$ cat config.mk
export PLATFORM = sky130hd
export DESIGN_NAME = ins_loader_flat
export DESIGN_NICKNAME = d
export VERILOG_FILES = /design/src/rtl/ins_loader_pkg.sv /design/src/rtl/ins_loader_if.sv /design/src/rtl/ins_loader_byte_packer.sv /design/src/rtl/ins_loader.sv /design/src/flat_wrapper.sv
export SDC_FILE = /design/constraint.sdc
export NUM_CORES = 1
export LEC_CHECK = 0
export ABC_AREA = 1
export CELL_PAD_IN_SITES_DETAIL_PLACEMENT = 2
export CELL_PAD_IN_SITES_GLOBAL_PLACEMENT = 2
export CORE_MARGIN = 2
export CORE_UTILIZATION = 34
export CTS_BUF_LIST = sky130_fd_sc_hd__clkbuf_4 sky130_fd_sc_hd__clkbuf_8
export CTS_CLUSTER_DIAMETER = 120
export CTS_CLUSTER_SIZE = 14
export DETAILED_ROUTE_END_ITERATION = 10
export PLACE_DENSITY_LB_ADDON = 0.2
export SYNTH_ARGS = -nofsm -noshare
export SYNTH_HDL_FRONTEND = slang
export SYNTH_SLANG_ARGS = --single-unit
$ cat constraint.sdc
create_clock -name clk -period 7.11 [get_ports clk]
set_clock_uncertainty 0.1 [all_clocks]
set_input_delay 1.0665 -clock clk [delete_from_list [all_inputs] [get_ports clk]]
set_output_delay 1.0665 -clock clk [all_outputs]
set_load 0.005 [all_outputs]
$ cat src/rtl/ins_loader_pkg.sv
//------------------------------------------------------------------------------
// Module      : ins_loader_pkg
// Description : Shared constants for the instruction loader: FSM state codes,
//               length-header size and bytes per instruction word.
// Revision    : 1.0 - initial release
//------------------------------------------------------------------------------
`default_nettype none

package ins_loader_pkg;

  // Stream framing
  localparam int LEN_BYTES      = 2;
  localparam int BYTES_PER_WORD = 4;

  // Loader FSM state encoding
  localparam logic [2:0] S_IDLE   = 3'd0;
  localparam logic [2:0] S_LEN_HI = 3'd1;
  localparam logic [2:0] S_LEN_LO = 3'd2;
  localparam logic [2:0] S_DATA   = 3'd3;
  localparam logic [2:0] S_CSUM   = 3'd4;
  localparam logic [2:0] S_DONE   = 3'd5;
  localparam logic [2:0] S_ERROR  = 3'd6;

endpackage

`default_nettype wire

$ cat src/rtl/ins_loader_if.sv
//------------------------------------------------------------------------------
// Module      : ins_loader_if
// Description : Byte-stream input, instruction-memory write port and status
//               outputs of the instruction loader.
// Revision    : 1.0 - initial release
//------------------------------------------------------------------------------
`default_nettype none

interface ins_loader_if;
  logic        load_start;
  logic        in_valid;
  logic [7:0]  in_data;
  logic        in_ready;
  logic        wr_en;
  logic [31:0] wr_addr;
  logic [31:0] wr_data;
  logic        cpu_run;
  logic        busy;
  logic        err;

  // Host / environment side
  modport master (
    output load_start, in_valid, in_data,
    input  in_ready, wr_en, wr_addr, wr_data, cpu_run, busy, err
  );

  // Loader side
  modport slave (
    input  load_start, in_valid, in_data,
    output in_ready, wr_en, wr_addr, wr_data, cpu_run, busy, err
  );
endinterface

`default_nettype wire

$ cat src/rtl/ins_loader_byte_packer.sv
//------------------------------------------------------------------------------
// Module      : byte_packer
// Description : Shifts big-endian bytes into a 32-bit word and pulses
//               o_wordDone for one cycle after the 4th byte of each word.
// Revision    : 1.0 - initial release
//------------------------------------------------------------------------------
`default_nettype none

module byte_packer
  import ins_loader_pkg::*;
(
  input  wire logic        clk,
  input  wire logic        rst,
  input  wire logic        i_clr,
  input  wire logic        i_accept,
  input  wire logic [7:0]  i_dataIn,
  output logic      [1:0]  o_byteCnt,
  output logic      [31:0] o_word,
  output logic             o_wordDone
);

  localparam logic [1:0] c_lastByte = 2'(BYTES_PER_WORD - 1);

  logic [1:0]  r_byteCnt;
  logic [31:0] r_shift;
  logic        r_wordDone;

  // Shift bytes in MSB first; counter wraps naturally after the 4th byte
  always_ff @(posedge clk or posedge rst) begin
    if (rst) begin
      r_byteCnt  <= 2'd0;
      r_shift    <= 32'd0;
      r_wordDone <= 1'b0;
    end else begin
      r_wordDone <= 1'b0;
      if (i_clr) begin
        r_byteCnt <= 2'd0;
        r_shift   <= 32'd0;
      end else if (i_accept) begin
        r_shift    <= {r_shift[23:0], i_dataIn};
        r_byteCnt  <= r_byteCnt + 2'd1;
        r_wordDone <= (r_byteCnt == c_lastByte);
      end
    end
  end

  assign o_byteCnt  = r_byteCnt;
  assign o_word     = r_shift;
  assign o_wordDone = r_wordDone;

endmodule

`default_nettype wire

$ cat src/rtl/ins_loader.sv
//------------------------------------------------------------------------------
// Module      : ins_loader
// Description : Loads a length-prefixed big-endian byte stream into
//               instruction memory, then releases the CPU.
//               Optional macro LOADER_CHECKSUM_EN adds a trailing XOR
//               checksum byte verified in state CSUM.
// Revision    : 1.0 - initial release
//------------------------------------------------------------------------------
`default_nettype none

module ins_loader
  import ins_loader_pkg::*;
#(
  parameter int unsigned DEPTH = 256
) (
  input  wire logic    clk,
  input  wire logic    rst,
  ins_loader_if.slave  bus
);

  localparam logic [1:0] c_lastByte = 2'(BYTES_PER_WORD - 1);
`ifdef LOADER_CHECKSUM_EN
  localparam logic [2:0] c_afterData = S_CSUM;
`else
  localparam logic [2:0] c_afterData = S_DONE;
`endif

  logic [2:0]  r_state;
  logic [7:0]  r_lenHi;
  logic [15:0] r_numWords;
  logic [15:0] r_wordCnt;
  logic        r_lastPending;

  logic        w_ready;
  logic        w_xfer;
  logic        w_start;
  logic        w_accept;
  logic        w_lastByte;
  logic [15:0] w_len;
  logic [1:0]  w_byteCnt;
  logic [31:0] w_word;
  logic        w_wordDone;

  // Byte acceptance; held off during the final word's write cycle so a
  // trailing byte is never mistaken for payload
  always_comb begin
    w_ready = 1'b0;
    case (r_state)
      S_LEN_HI, S_LEN_LO, S_CSUM: w_ready = 1'b1;
      S_DATA:                     w_ready = !r_lastPending;
      default:                    w_ready = 1'b0;
    endcase
  end

  assign w_xfer     = bus.in_valid && w_ready;
  assign w_start    = bus.load_start &&
                      ((r_state == S_IDLE) || (r_state == S_DONE) || (r_state == S_ERROR));
  assign w_accept   = w_xfer && (r_state == S_DATA);
  assign w_len      = {r_lenHi, bus.in_data};
  assign w_lastByte = w_accept && (w_byteCnt == c_lastByte) &&
                      (r_wordCnt == r_numWords - 16'd1);

  byte_packer u_packer (
    .clk        (clk),
    .rst        (rst),
    .i_clr      (w_start),
    .i_accept   (w_accept),
    .i_dataIn   (bus.in_data),
    .o_byteCnt  (w_byteCnt),
    .o_word     (w_word),
    .o_wordDone (w_wordDone)
  );

`ifdef LOADER_CHECKSUM_EN
  logic [7:0] r_csum;

  // Running XOR of payload bytes, restarted with each load
  always_ff @(posedge clk or posedge rst) begin
    if (rst)           r_csum <= 8'd0;
    else if (w_start)  r_csum <= 8'd0;
    else if (w_accept) r_csum <= r_csum ^ bus.in_data;
  end
`endif

  // Loader FSM with length capture and word index tracking
  always_ff @(posedge clk or posedge rst) begin
    if (rst) begin
      r_state       <= S_IDLE;
      r_lenHi       <= 8'd0;
      r_numWords    <= 16'd0;
      r_wordCnt     <= 16'd0;
      r_lastPending <= 1'b0;
    end else begin
      case (r_state)
        S_IDLE, S_DONE, S_ERROR: begin
          if (w_start) begin
            r_state       <= S_LEN_HI;
            r_wordCnt     <= 16'd0;
            r_lastPending <= 1'b0;
          end
        end
        S_LEN_HI: begin
          if (w_xfer) begin
            r_lenHi <= bus.in_data;
            r_state <= S_LEN_LO;
          end
        end
        S_LEN_LO: begin
          if (w_xfer) begin
            r_numWords <= w_len;
            if (32'(w_len) > DEPTH)  r_state <= S_ERROR;
            else if (w_len == 16'd0) r_state <= c_afterData;
            else                     r_state <= S_DATA;
          end
        end
        S_DATA: begin
          if (w_lastByte) r_lastPending <= 1'b1;
          if (w_wordDone) begin
            r_wordCnt <= r_wordCnt + 16'd1;
            if (r_lastPending) begin
              r_lastPending <= 1'b0;
              r_state       <= c_afterData;
            end
          end
        end
`ifdef LOADER_CHECKSUM_EN
        S_CSUM: begin
          if (w_xfer) r_state <= (bus.in_data == r_csum) ? S_DONE : S_ERROR;
        end
`endif
        default: r_state <= S_IDLE;
      endcase
    end
  end

  assign bus.in_ready = w_ready;
  assign bus.wr_en    = w_wordDone;
  assign bus.wr_addr  = 32'(r_wordCnt);
  assign bus.wr_data  = w_word;
  assign bus.cpu_run  = (r_state == S_DONE);
  assign bus.err      = (r_state == S_ERROR);
  assign bus.busy     = !((r_state == S_IDLE) || (r_state == S_DONE) || (r_state == S_ERROR));

endmodule

`default_nettype wire
$ cat src/flat_wrapper.sv
// flat-port wrapper written by rule: the top's interface ports become plain ports
module ins_loader_flat import ins_loader_pkg::*;
#(
  parameter int unsigned DEPTH = 256
)
  (clk, rst, bus_load_start, bus_in_valid, bus_in_data, bus_in_ready, bus_wr_en, bus_wr_addr, bus_wr_data, bus_cpu_run, bus_busy, bus_err);
  ins_loader_if bus_i ();
  input  wire logic clk;
  input  wire logic rst;
  input wire logic [$bits(bus_i.load_start)-1:0] bus_load_start;
  input wire logic [$bits(bus_i.in_valid)-1:0] bus_in_valid;
  input wire logic [$bits(bus_i.in_data)-1:0] bus_in_data;
  output wire logic [$bits(bus_i.in_ready)-1:0] bus_in_ready;
  output wire logic [$bits(bus_i.wr_en)-1:0] bus_wr_en;
  output wire logic [$bits(bus_i.wr_addr)-1:0] bus_wr_addr;
  output wire logic [$bits(bus_i.wr_data)-1:0] bus_wr_data;
  output wire logic [$bits(bus_i.cpu_run)-1:0] bus_cpu_run;
  output wire logic [$bits(bus_i.busy)-1:0] bus_busy;
  output wire logic [$bits(bus_i.err)-1:0] bus_err;
  assign bus_i.load_start = bus_load_start;
  assign bus_i.in_valid = bus_in_valid;
  assign bus_i.in_data = bus_in_data;
  assign bus_in_ready = bus_i.in_ready;
  assign bus_wr_en = bus_i.wr_en;
  assign bus_wr_addr = bus_i.wr_addr;
  assign bus_wr_data = bus_i.wr_data;
  assign bus_cpu_run = bus_i.cpu_run;
  assign bus_busy = bus_i.busy;
  assign bus_err = bus_i.err;
  ins_loader #(.DEPTH(DEPTH)) u_core (.clk(clk), .rst(rst), .bus(bus_i));
endmodule
==> reports/results.tsv <==
stage	metric	value	unit
sta	Final Setup Violations	0	
die	starting density of the core	0.347	
power	Pleak	2.25	nW
power	PD cells	341	mW/mm2
routing	number of DRC violations after detailed routing	0	
sta	worst hold slack across all endpoints	0.392	ns
run	Max-Cap Viols	0	
clock_network	deepest clock path buffer count	2	
finish	multi-input logic area	0.00173	mm2
finish	fillers	1364	
yosys	cell type contributing the most total cell area after synthesis	sky130_fd_sc_hd__dfrtp_1	
die	row count	40	
finish	Net count, final	589	
global_route	overall overflow remaining after global route	0	
clock_network	number of levels the H-tree was split into	3	
finish	final instance count without filler cells	725	
power	switching fraction of total power	0.399	
outcome	result of the run	complete, no violations	
critical_path	endpoint class of the critical path	flip-flop	
critical_path	startpoint types	input port	
routing	Wirelength per Cell	17.4	um
placement	setup slack at placement	3.46	ns
yosys	share of synthesized registers carrying an async set or reset	1.00	
power	share of power burned in combinational logic	0.389	
placement	placed cell area	0.00486	mm2
die	area enclosed by the die boundary	0.0131	mm2
clock_network	total setup buffers inserted after CTS	0	
yosys	cell with the most instances after synthesis	sky130_fd_sc_hd__nand2_1	
yosys	primary flip-flop cell chosen by synthesis mapping	sky130_fd_sc_hd__dfrtp_1	
die	Top-Level Pins	81	
power	switching power of the nets	690	uW
sta	worst max-slew margin expressed relative to the limit	0.314	
yosys	Post-Syn Area per Cell	8.13	um2
clock_network	number of hold buffers added after cts	0	
sta	actual slew at the worst max-slew pin	1.03	ns
sta	Final min period	3.24	ns
global_route	pin count of the biggest net entering global routing	80	
yosys	EDFF count, synth	0	
power	internal power	1.04	mW
critical_path	cells on worst reg2reg path	10	
yosys	flip-flop and latch count after synthesis	79	
yosys	Synth Cell Area	0.00416	mm2
yosys	number of warnings reported in the yosys synthesis log	0	
sta	maximum clock frequency	308	MHz
yosys	largest cells by area after synthesis	sky130_fd_sc_hd__dfrtp_1 48%, sky130_fd_sc_hd__nand2_1 7.5%, sky130_fd_sc_hd__inv_1 7.1%, sky130_fd_sc_hd__nor2_1 4.9%, sky130_fd_sc_hd__nand3_1 3.7%	
routing	number of DRC violations after detailed-routing iteration 0	147	
sta	setup slack of the critical path after layout	3.87	ns
critical_path	signal arrival time at the worst endpoint	3.39	ns
finish	number of antenna cells inserted	0	
finish	final core area utilization	0.424	
die	die width	115	um
routing	routed vias	3630	
clock_network	CTS resizes	0	
global_route	All-Layer GR Usage	0.209	
sta	Final Hold Viols	0	
yosys	list of most frequent post-synthesis cells	83 x sky130_fd_sc_hd__nand2_1, 79 x sky130_fd_sc_hd__dfrtp_1, 79 x sky130_fd_sc_hd__inv_1	
clock_network	number of CTS-inserted buffers	9	
clock_network	clock transition at the registers of the reported paths	0.08	ns
placement	global placer's final weighted congestion	0.784	
finish	sequential cell area in the final layout	0.00198	mm2
sta	setup TNS	0	ns
placement	HPWL after DPL	9290	um
critical_path	startpoint-to-endpoint class of the critical path	input port to flip-flop	
power	post-layout power	1.73	mW
clock_network	count of clock tree sinks	79	
routing	Via-to-Cell Ratio	5.01	
clock_network	worst-skew pair later-pin latency	0.38	ns
power	relative contribution of sequential cells to total power	0.388	
yosys	count of cell types in the netlist	36	
sta	max-slew violations	0	
routing	number of detailed-routing iterations run before antenna repair	4	
min_path	Tightest Hold Check Type	flip-flop to flip-flop	
die	chip height	115	um
power	Worst IR Drop VDD	0.000144	V
min_path	count of cells along the worst hold path	1	
yosys	share of the synthesized area in the top cell type	0.476	
die	core area	0.0120	mm2
yosys	Gate Count Post-Synth	511	
critical_path	highest fanout seen on the critical path	22	
critical_path	required arrival time at the worst endpoint	7.26	ns
clock_network	CTS tree	done	
routing	remaining number of nets flagged by the antenna check after routing	0	
finish	share of cells above drive strength 1	0.0606	
sta	final worst path period share	0.456	
finish	post-route cell area	0.00507	mm2
routing	wirelength, routed	12600	um
clock_network	library cell used as clock root buffer	sky130_fd_sc_hd__clkbuf_8	
placement	Post-Place Cells	710	
power	portion of total power attributed to the clock network	0.223	
global_route	first-pass GRT wire length	21100	um
yosys	sequential element share of the synthesized area	0.476	
placement	port buffer count	64	
global_route	antenna violations before repair	0	
finish	area overhead of the layout relative to synthesis	22.0	%
sta	setup repair after global routing missed its margin	no	
global_route	via count of the first global-routing pass	3982	
layout by cell type (no fill, tap or decap), types with 2 or more instances in the layout:
cell and instances:
sky130_fd_sc_hd__nand2_1 83, sky130_fd_sc_hd__dfrtp_1 79, sky130_fd_sc_hd__inv_1 78, sky130_fd_sc_hd__clkdlybuf4s50_1 64, sky130_fd_sc_hd__nor2_1 54, sky130_fd_sc_hd__nand3_1 31, sky130_fd_sc_hd__o22ai_1 24, sky130_fd_sc_hd__o21ai_1 21
sky130_fd_sc_hd__o21ai_0 18, sky130_fd_sc_hd__a21oi_1 16, sky130_fd_sc_hd__conb_1 16, sky130_fd_sc_hd__xor2_1 11, sky130_fd_sc_hd__clkbuf_8 10, sky130_fd_sc_hd__nand4_1 9, sky130_fd_sc_hd__xnor2_1 9, sky130_fd_sc_hd__nor3_1 8
sky130_fd_sc_hd__inv_2 6, sky130_fd_sc_hd__mux2_1 5, sky130_fd_sc_hd__nor4_1 4, sky130_fd_sc_hd__nor2_4 3, sky130_fd_sc_hd__nand3b_1 3, sky130_fd_sc_hd__ha_1 3, sky130_fd_sc_hd__nor2_2 2, sky130_fd_sc_hd__nand2_2 2
sky130_fd_sc_hd__o31ai_1 2, sky130_fd_sc_hd__or2_2 2, sky130_fd_sc_hd__o21a_1 2, sky130_fd_sc_hd__clkinv_2 2, sky130_fd_sc_hd__bufinv_16 2
critical path, stage by stage:
cell and delay (ns):
sky130_fd_sc_hd__clkdlybuf4s50_1 0.47, sky130_fd_sc_hd__nand2_1 0.50, sky130_fd_sc_hd__nand2_1 0.27, sky130_fd_sc_hd__nand2_1 0.34, sky130_fd_sc_hd__nor2_1 0.28, sky130_fd_sc_hd__nand2_1 0.16, sky130_fd_sc_hd__o21ai_0 0.23, sky130_fd_sc_hd__a21oi_1 0.08
cell type report:
type	instances	area share
clock inverters	4	0.0138
repair buffers	65	0.128
inverters	84	0.0622
multi-input cells	335	0.342
flip-flops and latches	79	0.390
clock buffers	11	0.0286
well taps	147	0.0363
kinds of logic after synthesis:
group | share of synthesized area
AO/OA/AOI/OAI | 0.113
XOR/XNOR | 0.0421
adder cells (fa/ha/maj) | 0.00903
buffers and inverters | 0.121
flip-flops | 0.476
multiplexers | 0.0160
other | 0.000902
AND/OR/NAND/NOR | 0.222
final timing paths:
path                                                       endpoint                                     start  slack [ns]
min                        u_core.u_packer.o_byteCnt[0]$_DFFE_PP0P_  u_core.u_packer.o_byteCnt[0]$_DFFE_PP0P_        0.39
min reg2reg                u_core.u_packer.o_byteCnt[0]$_DFFE_PP0P_  u_core.u_packer.o_byteCnt[0]$_DFFE_PP0P_        0.39
min in group asynchronous    u_core.u_packer.o_word[11]$_DFFE_PP0P_                                       rst        1.22
max in group asynchronous           u_core.r_wordCnt[5]$_DFFE_PP0P_                                       rst        5.01
max                                u_core.r_wordCnt[10]$_DFFE_PP0P_                            bus_load_start        3.87
max reg2reg                        u_core.r_wordCnt[10]$_DFFE_PP0P_             u_core.r_state[0]$_DFFE_PP0P_        4.17
sequential cells by signal, summed over array words and instances (netlist names):
| signal | count |
|---|---|
| u_core.u_packer.o_byteCnt | 2 |
| u_core.r_state | 3 |
| u_core.r_lenHi | 8 |
| u_core.u_packer.o_wordDone | 1 |
| u_core.r_wordCnt | 16 |
| u_core.r_numWords | 16 |
| u_core.u_packer.o_word | 32 |
| u_core.r_lastPending | 1 |
routing by layer:
| metal | GRT usage | vias up | part of all wire |
|---|---|---|---|
| met4 | 0.0626 | 0 | 0.018 |
| met3 | 0.0519 | 16 | 0.034 |
| met1 | 0.251 | 1816 | 0.44 |
| met5 | 0 | - | 0 |
| met2 | 0.368 | 58 | 0.51 |
| li1 | - | 1740 | - |
power groups by stage:
stage | logic, mW | clock network, mW | registers [mW]
floorplan | 0.473 | 0 | 0.651
global placement | 0.647 | 0 | 0.675
detailed placement | 0.683 | 0 | 0.680
CTS | 0.688 | 0.399 | 0.672
global route | 0.768 | 0.413 | 0.691
finish | 0.673 | 0.385 | 0.670
No activity file was read; power rests on OpenSTA's default activity.
